**src/rtl/rom_note_player.sv**
```systemverilog
// Note sequencer: steps a 1-cycle synchronous ROM, plays each word as a square-wave divisor.
// Define NOTE_GAP_EN to insert a silent GAP-cycle pause after every note.
module rom_note_player #(
    parameter int AW  = 5,
    parameter int DW  = 16,
    parameter int DUR = 3_000_000,
    parameter int GAP = 300_000
) (
    input  logic          clk,
    input  logic          rst,
    input  logic          en,
    input  logic [DW-1:0] data,
    output logic [AW-1:0] addr,
    output logic          ch_out,
    output logic          busy,
    output logic          wrap
);

    localparam int DCW = $clog2(DUR + 1);

    typedef enum logic [2:0] {
        ST_IDLE,
        ST_FETCH,
        ST_LOAD,
        ST_PLAY
`ifdef NOTE_GAP_EN
        , ST_GAP
`endif
    } state_t;

    state_t         state;
    state_t         state_d;
    logic [DW-1:0]  div_q;
    logic [DW-1:0]  tone_cnt;
    logic [DCW-1:0] dur_cnt;
    logic           play_last;

    assign play_last = (state == ST_PLAY) && (dur_cnt == DCW'(DUR - 1));
    assign busy      = (state != ST_IDLE);

`ifdef NOTE_GAP_EN
    localparam int GCW = $clog2(GAP + 1);

    logic [GCW-1:0] gap_cnt;
    logic           gap_last;

    assign gap_last = (state == ST_GAP) && (gap_cnt == GCW'(GAP - 1));

    always_ff @(posedge clk) begin
        if (rst) begin
            gap_cnt <= '0;
        end else if (play_last) begin
            gap_cnt <= '0;
        end else if (state == ST_GAP) begin
            gap_cnt <= gap_cnt + GCW'(1);
        end
    end
`else
    // GAP has no effect without the gap state.
    logic unused_gap;
    assign unused_gap = (GAP < 1);
`endif

    // NOTE: state_d gets its default before the case so no path leaves it unassigned (no latch).
    always_comb begin
        state_d = state;
        case (state)
            ST_IDLE:  if (en) state_d = ST_FETCH;
            ST_FETCH: state_d = ST_LOAD;
            ST_LOAD:  state_d = ST_PLAY;
            ST_PLAY: begin
                if (play_last) begin
`ifdef NOTE_GAP_EN
                    state_d = ST_GAP;
`else
                    state_d = ST_FETCH;
`endif
                end
            end
`ifdef NOTE_GAP_EN
            ST_GAP:   if (gap_last) state_d = ST_FETCH;
`endif
            default:  state_d = ST_IDLE;
        endcase
        // Stopping wins over every transition, including the end of a note.
        if (!en) state_d = ST_IDLE;
    end

    // NOTE: sequential state uses non-blocking assignments so all registers update together.
    always_ff @(posedge clk) begin
        if (rst) begin
            state <= ST_IDLE;
        end else begin
            state <= state_d;
        end
    end

    always_ff @(posedge clk) begin
        if (rst) begin
            addr     <= '0;
            ch_out   <= 1'b0;
            wrap     <= 1'b0;
            div_q    <= '0;
            tone_cnt <= '0;
            dur_cnt  <= '0;
        end else begin
            wrap <= 1'b0;
            if (!en) begin
                // Interrupted note keeps addr so it restarts from FETCH on resume.
                ch_out <= 1'b0;
            end else begin
                case (state)
                    ST_LOAD: begin
                        div_q    <= data;
                        tone_cnt <= '0;
                        dur_cnt  <= '0;
                        ch_out   <= 1'b0;
                    end
                    ST_PLAY: begin
                        if (play_last) begin
                            ch_out  <= 1'b0;
                            dur_cnt <= '0;
                            addr    <= addr + AW'(1);
                            wrap    <= (addr == {AW{1'b1}});
                        end else begin
                            dur_cnt <= dur_cnt + DCW'(1);
                            if (div_q != '0) begin
                                if (tone_cnt == div_q - DW'(1)) begin
                                    ch_out   <= ~ch_out;
                                    tone_cnt <= '0;
                                end else begin
                                    tone_cnt <= tone_cnt + DW'(1);
                                end
                            end
                        end
                    end
                    default: ch_out <= 1'b0;
                endcase
            end
        end
    end

endmodule

```
**config.mk**
```make
export PLATFORM = sky130hd
export DESIGN_NAME = rom_note_player
export DESIGN_NICKNAME = d
export VERILOG_FILES = /design/src/rtl/rom_note_player.sv
export SDC_FILE = /design/constraint.sdc
export NUM_CORES = 1
export LEC_CHECK = 0
export CAP_MARGIN = 20
export CORE_MARGIN = 2
export CORE_UTILIZATION = 58
export CTS_BUF_LIST = sky130_fd_sc_hd__clkbuf_16
export DETAILED_ROUTE_END_ITERATION = 6
export HOLD_SLACK_MARGIN = 0.12
export PLACE_DENSITY_LB_ADDON = 0.3
export SLEW_MARGIN = 40
export SYNTH_ARGS = -nofsm -noshare
export SYNTH_HDL_FRONTEND = slang
export SYNTH_SLANG_ARGS = --single-unit
```
**constraint.sdc**
```tcl
create_clock -name clk -period 3.81 [get_ports clk]
set_input_delay 0.762 -clock clk [delete_from_list [all_inputs] [get_ports clk]]
set_output_delay 0.762 -clock clk [all_outputs]
set_load 0.02 [all_outputs]
```
# After elaboration in Yosys (flattened, before gate mapping)
# Index checks and enable logic that the tools add are counted.
dict set report totals {
  ff_bits 64
  latchBits 0
  ram_bits 0
  mem_bits_ro 0
  in_bits 19
  out_inout_bits 8
  mem_count 0
}
dict set report op_classes {
  add_sub_neg 4
  mul 0
  div 0
  magnitude_cmp 0
  n_eq_ne 9
  n_shift 0
  n_mux 8
  n_bitwise 4
  n_reduce_logical 13
}
# cell n
set ops {}
lappend ops {{16-bit 2-to-1 mux} 3}
lappend ops {{22-bit one-hot mux with 2 select lines} 1}
lappend ops {{16-bit one-hot mux with 2 select lines} 1}
lappend ops {{22-bit by 1-bit adder with 22-bit output (second input constant)} 1}
lappend ops {{22-bit == test (second input constant)} 1}
lappend ops {{22-bit 2-to-1 mux} 1}
lappend ops {{16-bit by 1-bit adder with 16-bit output (second input constant)} 1}
lappend ops {{16-bit == test} 1}
lappend ops {{16-bit nonzero test} 1}
lappend ops {{16-bit by 1-bit subtractor with 16-bit output (second input constant)} 1}
lappend ops {{3-bit one-hot mux with 4 select lines} 1}
lappend ops {{4-bit OR reduction} 2}
lappend ops {{3-bit by 2-bit == test with 1-bit output (second input constant)} 2}
lappend ops {{2-bit AND reduction} 3}
lappend ops {{5-bit by 1-bit adder with 5-bit output (second input constant)} 1}
lappend ops {{5-bit == test (second input constant)} 1}
lappend ops {{2-bit != test (second input constant)} 2}
lappend ops {{1-bit NOT} 4}
lappend ops {{4-bit AND reduction} 1}
lappend ops {{3-bit by 1-bit == test with 1-bit output (second input constant)} 1}
lappend ops {{3-bit zero test} 1}
lappend ops {{3-bit 2-to-1 mux} 1}
lappend ops {{3-bit AND reduction} 1}
lappend ops {{3-bit nonzero test} 1}
lappend ops {{4 further kinds} 4}

# Logic depth before layout (Yosys ltp)
dict set report logic_depth {
  depth_word 6
  ltp_mapped 11
  depth_no_buf 9
}

# Worst setup path after synthesis
# No wires, ideal clock.
dict set report synth_path {
  path_type {reg2reg}
  startpoint {register div_q[2]}
  endpoint {register ch_out}
  setup_time_ns 0.087
  arrival_ns 2.559
  setup_slack_ns 1.164
  stages_incl_launch_ff 9
  path_buffers 1
  period_less_slack_ns 2.646
  cell_sequence {dfxtp_1 > buf_6 > or4_4 > nor4_2 > o32a_2 > o211ai_2 > or4b_1 > or4_1 > a211oi_1}
}
dict set report synth_between {
  elab_chain_len 3
  word_cells_on_any_way 4
  cone_classes {add/sub (1); eq/ne (1); reduce/logical (2)}
}
# item line_no
set synth_rtl {}
lappend synth_rtl {{from (decl)} 33} ;# logic [DW-1:0] div_q;
lappend synth_rtl {{from (signal assigned)} 114} ;# div_q <= data;
lappend synth_rtl {{16-bit by 1-bit subtractor with 16-bit output} 128} ;# if (tone_cnt == div_q - DW'(1)) begin
lappend synth_rtl {{16-bit == test} 128}
lappend synth_rtl {{2-bit AND reduction (no line) *} --}
lappend synth_rtl {{to (signal assigned)} 129} ;# ch_out <= ~ch_out;
lappend synth_rtl {{to (decl)} 14} ;# output logic ch_out,
# Every way passes the cells marked *; elsewhere a longest branch is shown, timed or not.
# A chain may end at the register's enable or synchronous reset.

# Worst setup path in the final report
# Ends and elaborated chain as after synthesis.

==> impl_metrics.yaml <==
critical_path:
  end_kind: "register"
  cp.required_ns: 4.04
  worst_setup_path_start_kind: "register"
  path_max_fanout: 9
  cp.arrival_ns: 3.12
  critPathKind: "reg -> reg"
pwr:
  comb_power_share_pct: 6.1
  swShare_pct: 21.6
  total_power_mw: 1.53
  power.internal_mw: 1.20
  leakage_nw: 1.47
  p_sw_mw: 0.331
  powerDensity_nw_per_um2: 384
  power_frac_seq_pct: 43.7
  vdd_drop_max_uv: 265
  clkPwrFrac_pct: 50.2
timing:
  hold_ws_ns: 0.468
  max_freq_mhz: 346
  setup_violations: 0
  setup_tns_ns: 0
  finalClockSkew_ns: 0.00598
  finalHoldViolations: 0
  fin_crit_sh_pct: 75.9
  maxSlewViolCount: 0
  relSlewSlack_pct: 53.5
  rsz0062_at_grt: "false"
  worst_pin_slew_ns: 0.690
  min_period_ns: 2.89
clock_network:
  cts_tree: "yes"
  cts_root_buffer: "clkbuf_16"
  cts.clk_slew.worst_paths_ns: 0.05
  ctsHoldBuffers: 0
  clkLatencyLatePin_ns: 0.32
  numCtsBuffers: 9
  htreeDepth: 3
  clockBufferDepth: 2
  cts_sinks: 63
  postCtsSetupBuffers: 0
  ctsResizeCount: 0
layout:
  multi_input_area_sq_um: 2020
  nNetsFinal: 475
  n_fill_cell: 464
  area_delta_synth_final_pct: 16.8
  postLayoutCoreUtil_pct: 71.1
  antenna_cells: 0
  seqCellArea_sq_um: 1260
  drive_above_1_share_pct: 4.43
synth:
  synth_top_area_cell: "dfxtp_1"
  ys_ff_latch: 63
  ys_seq_area_share_pct: 37.0
  yosysUniqueCellTypes: 52
  synth_top_area_share_pct: 37.0
  ys_async_sr_fraction_pct: 0
  yosysWarnings: 0
  synth_most_common_cell: "dfxtp_1"
  synth.avg_cell_area_sq_um: 8.03
  yosys-top-cells-area: "dfxtp_1, xor2_1, nand2_1"
  syn-cell-area_sq_um: 3410
  synthTopCellsByCount: "dfxtp_1, nand2_1, nor2_1"
  synth_cells: 425
  syn_nets: 453
  synth_edf_count: 0
  synthFlopType: "dfxtp_1"
detailed_routing:
  finalWirelength_um: 8300
  drtAntennaViolNets: 0
  drc: 0
  wire_per_inst_um: 15.9
  viasPerCell: 6.02
  num_vias: 3146
  drtPass1Iterations: 7
  drt_iter0_markers: 271
global_route:
  gr-total-overflow: 0
  grt_usage_pct: 27.2
  grt_max_degree: 26
  grt_pass1_vias: 2896
  antenna_found_initial: 0
  grt_pass1_wl_um: 13600
floorplan:
  num_io_pins: 27
  rows: 27
  die_h_um: 80.7
  fp.dieArea_sq_um: 6510
  initial_core_util_pct: 60.8
  die_x_um: 80.7
  coreArea_sq_um: 5610
run:
  drv_cap: 0
worst_hold_path:
  min_path_type: "reg -> reg"
place:
  hpwl_um: 5860
  numPortBuffers: 26
  gp_congestion: 0.926
outcome:
  status: "finished, final reports clean"
==> layout by cell type (no fill, tap or decap), drive strengths merged, types with 10 or more instances in the layout <==
master         synthesis  final
nor2                  56     56
a21oi                 27     27
inv                   13     13
nand3                 22     22
clkdlybuf4s50          0     26
o21ai                 11     11
and3                  10     10
xnor2                 14     14
nand2                 57     57
xor2                  34     34
dfxtp                 63     63
==> stage by stage <==
step	area (sq um)	cells	worst slack [ns]
6_report	3990	523	0.917
3_5_place_dp	3710	508	0.982
4_1_cts	3990	523	0.950
2_1_floorplan	3410	425	1.16
3_3_place_gp	3710	508	1.05
5_1_grt	3990	523	0.711
==> registers in the layout, summed over array words and instances, names as in the netlist <==
signal	count
div_q	16
wrap	1
ch_out	1
tone_cnt	16
dur_cnt	22
state	2
addr	5
==> worst paths after layout <==
path	from	to	slack (ns)	cells after the start
min reg2reg	dur_cnt[1]	dur_cnt[1]	0.47	2
max	div_q[2]	ch_out	0.92	7
min	dur_cnt[1]	dur_cnt[1]	0.47	2
max reg2reg	div_q[2]	ch_out	0.92	7
==> metal layers <==
metal / part of all wire, % / global-route usage (%) / routed length, um / up-vias
met2: 46 / 44.3 / 3810 / 117
met5: 0 / 0 / 0 / -
met1: 46 / 35.6 / 3850 / 1465
met3: 5.2 / 4.94 / 432 / 25
li1: - / - / - / 1539
met4: 2.6 / 11.0 / 212 / 0
==> logic make-up after synthesis <==
kind of cell	count (synthesis)	share of synthesized area (%)
adders and majority gates	9	3.30
and+or+nand+nor	209	31.5
DFF	63	37.0
buffers and inverters	31	3.70
xor gates and xnor gates	48	12.3
muxes	3	0.880
AOI/OAI and AO/OA	62	11.3
==> worst max-delay path, stage by stage (launching register included) <==
cell and delay [ns]:
dfxtp_1 0.39, nor3_1 0.58, and4_1 0.31, xnor2_1 0.15, o211ai_2 0.13, or4b_1 0.56, or4_1 0.43, a211oi_1 0.24
==> power by group through the flow <==
stage / logic [mW] / clock network, mW / registers, mW
6_report: 0.0938 / 0.769 / 0.669
5_1_grt: 0.102 / 0.809 / 0.668
4_1_cts: 0.0928 / 0.779 / 0.668
3_5_place_dp: 0.0919 / 0 / 0.682
3_3_place_gp: 0.0901 / 0 / 0.682
2_1_floorplan: 0.0576 / 0 / 0.680
==> final cells by class <==
type                            instances  share of cell area [%]
Multi-Input combinational cell        331                    50.8
Sequential cell                        63                    31.6
Timing Repair Buffer                   29                    7.10
Clock buffer                            9                    5.65
Tap cell                               72                    2.26
Clock inverter                          6                    1.32
Inverter                               13                    1.22
(Power assumes the default switching activity.)
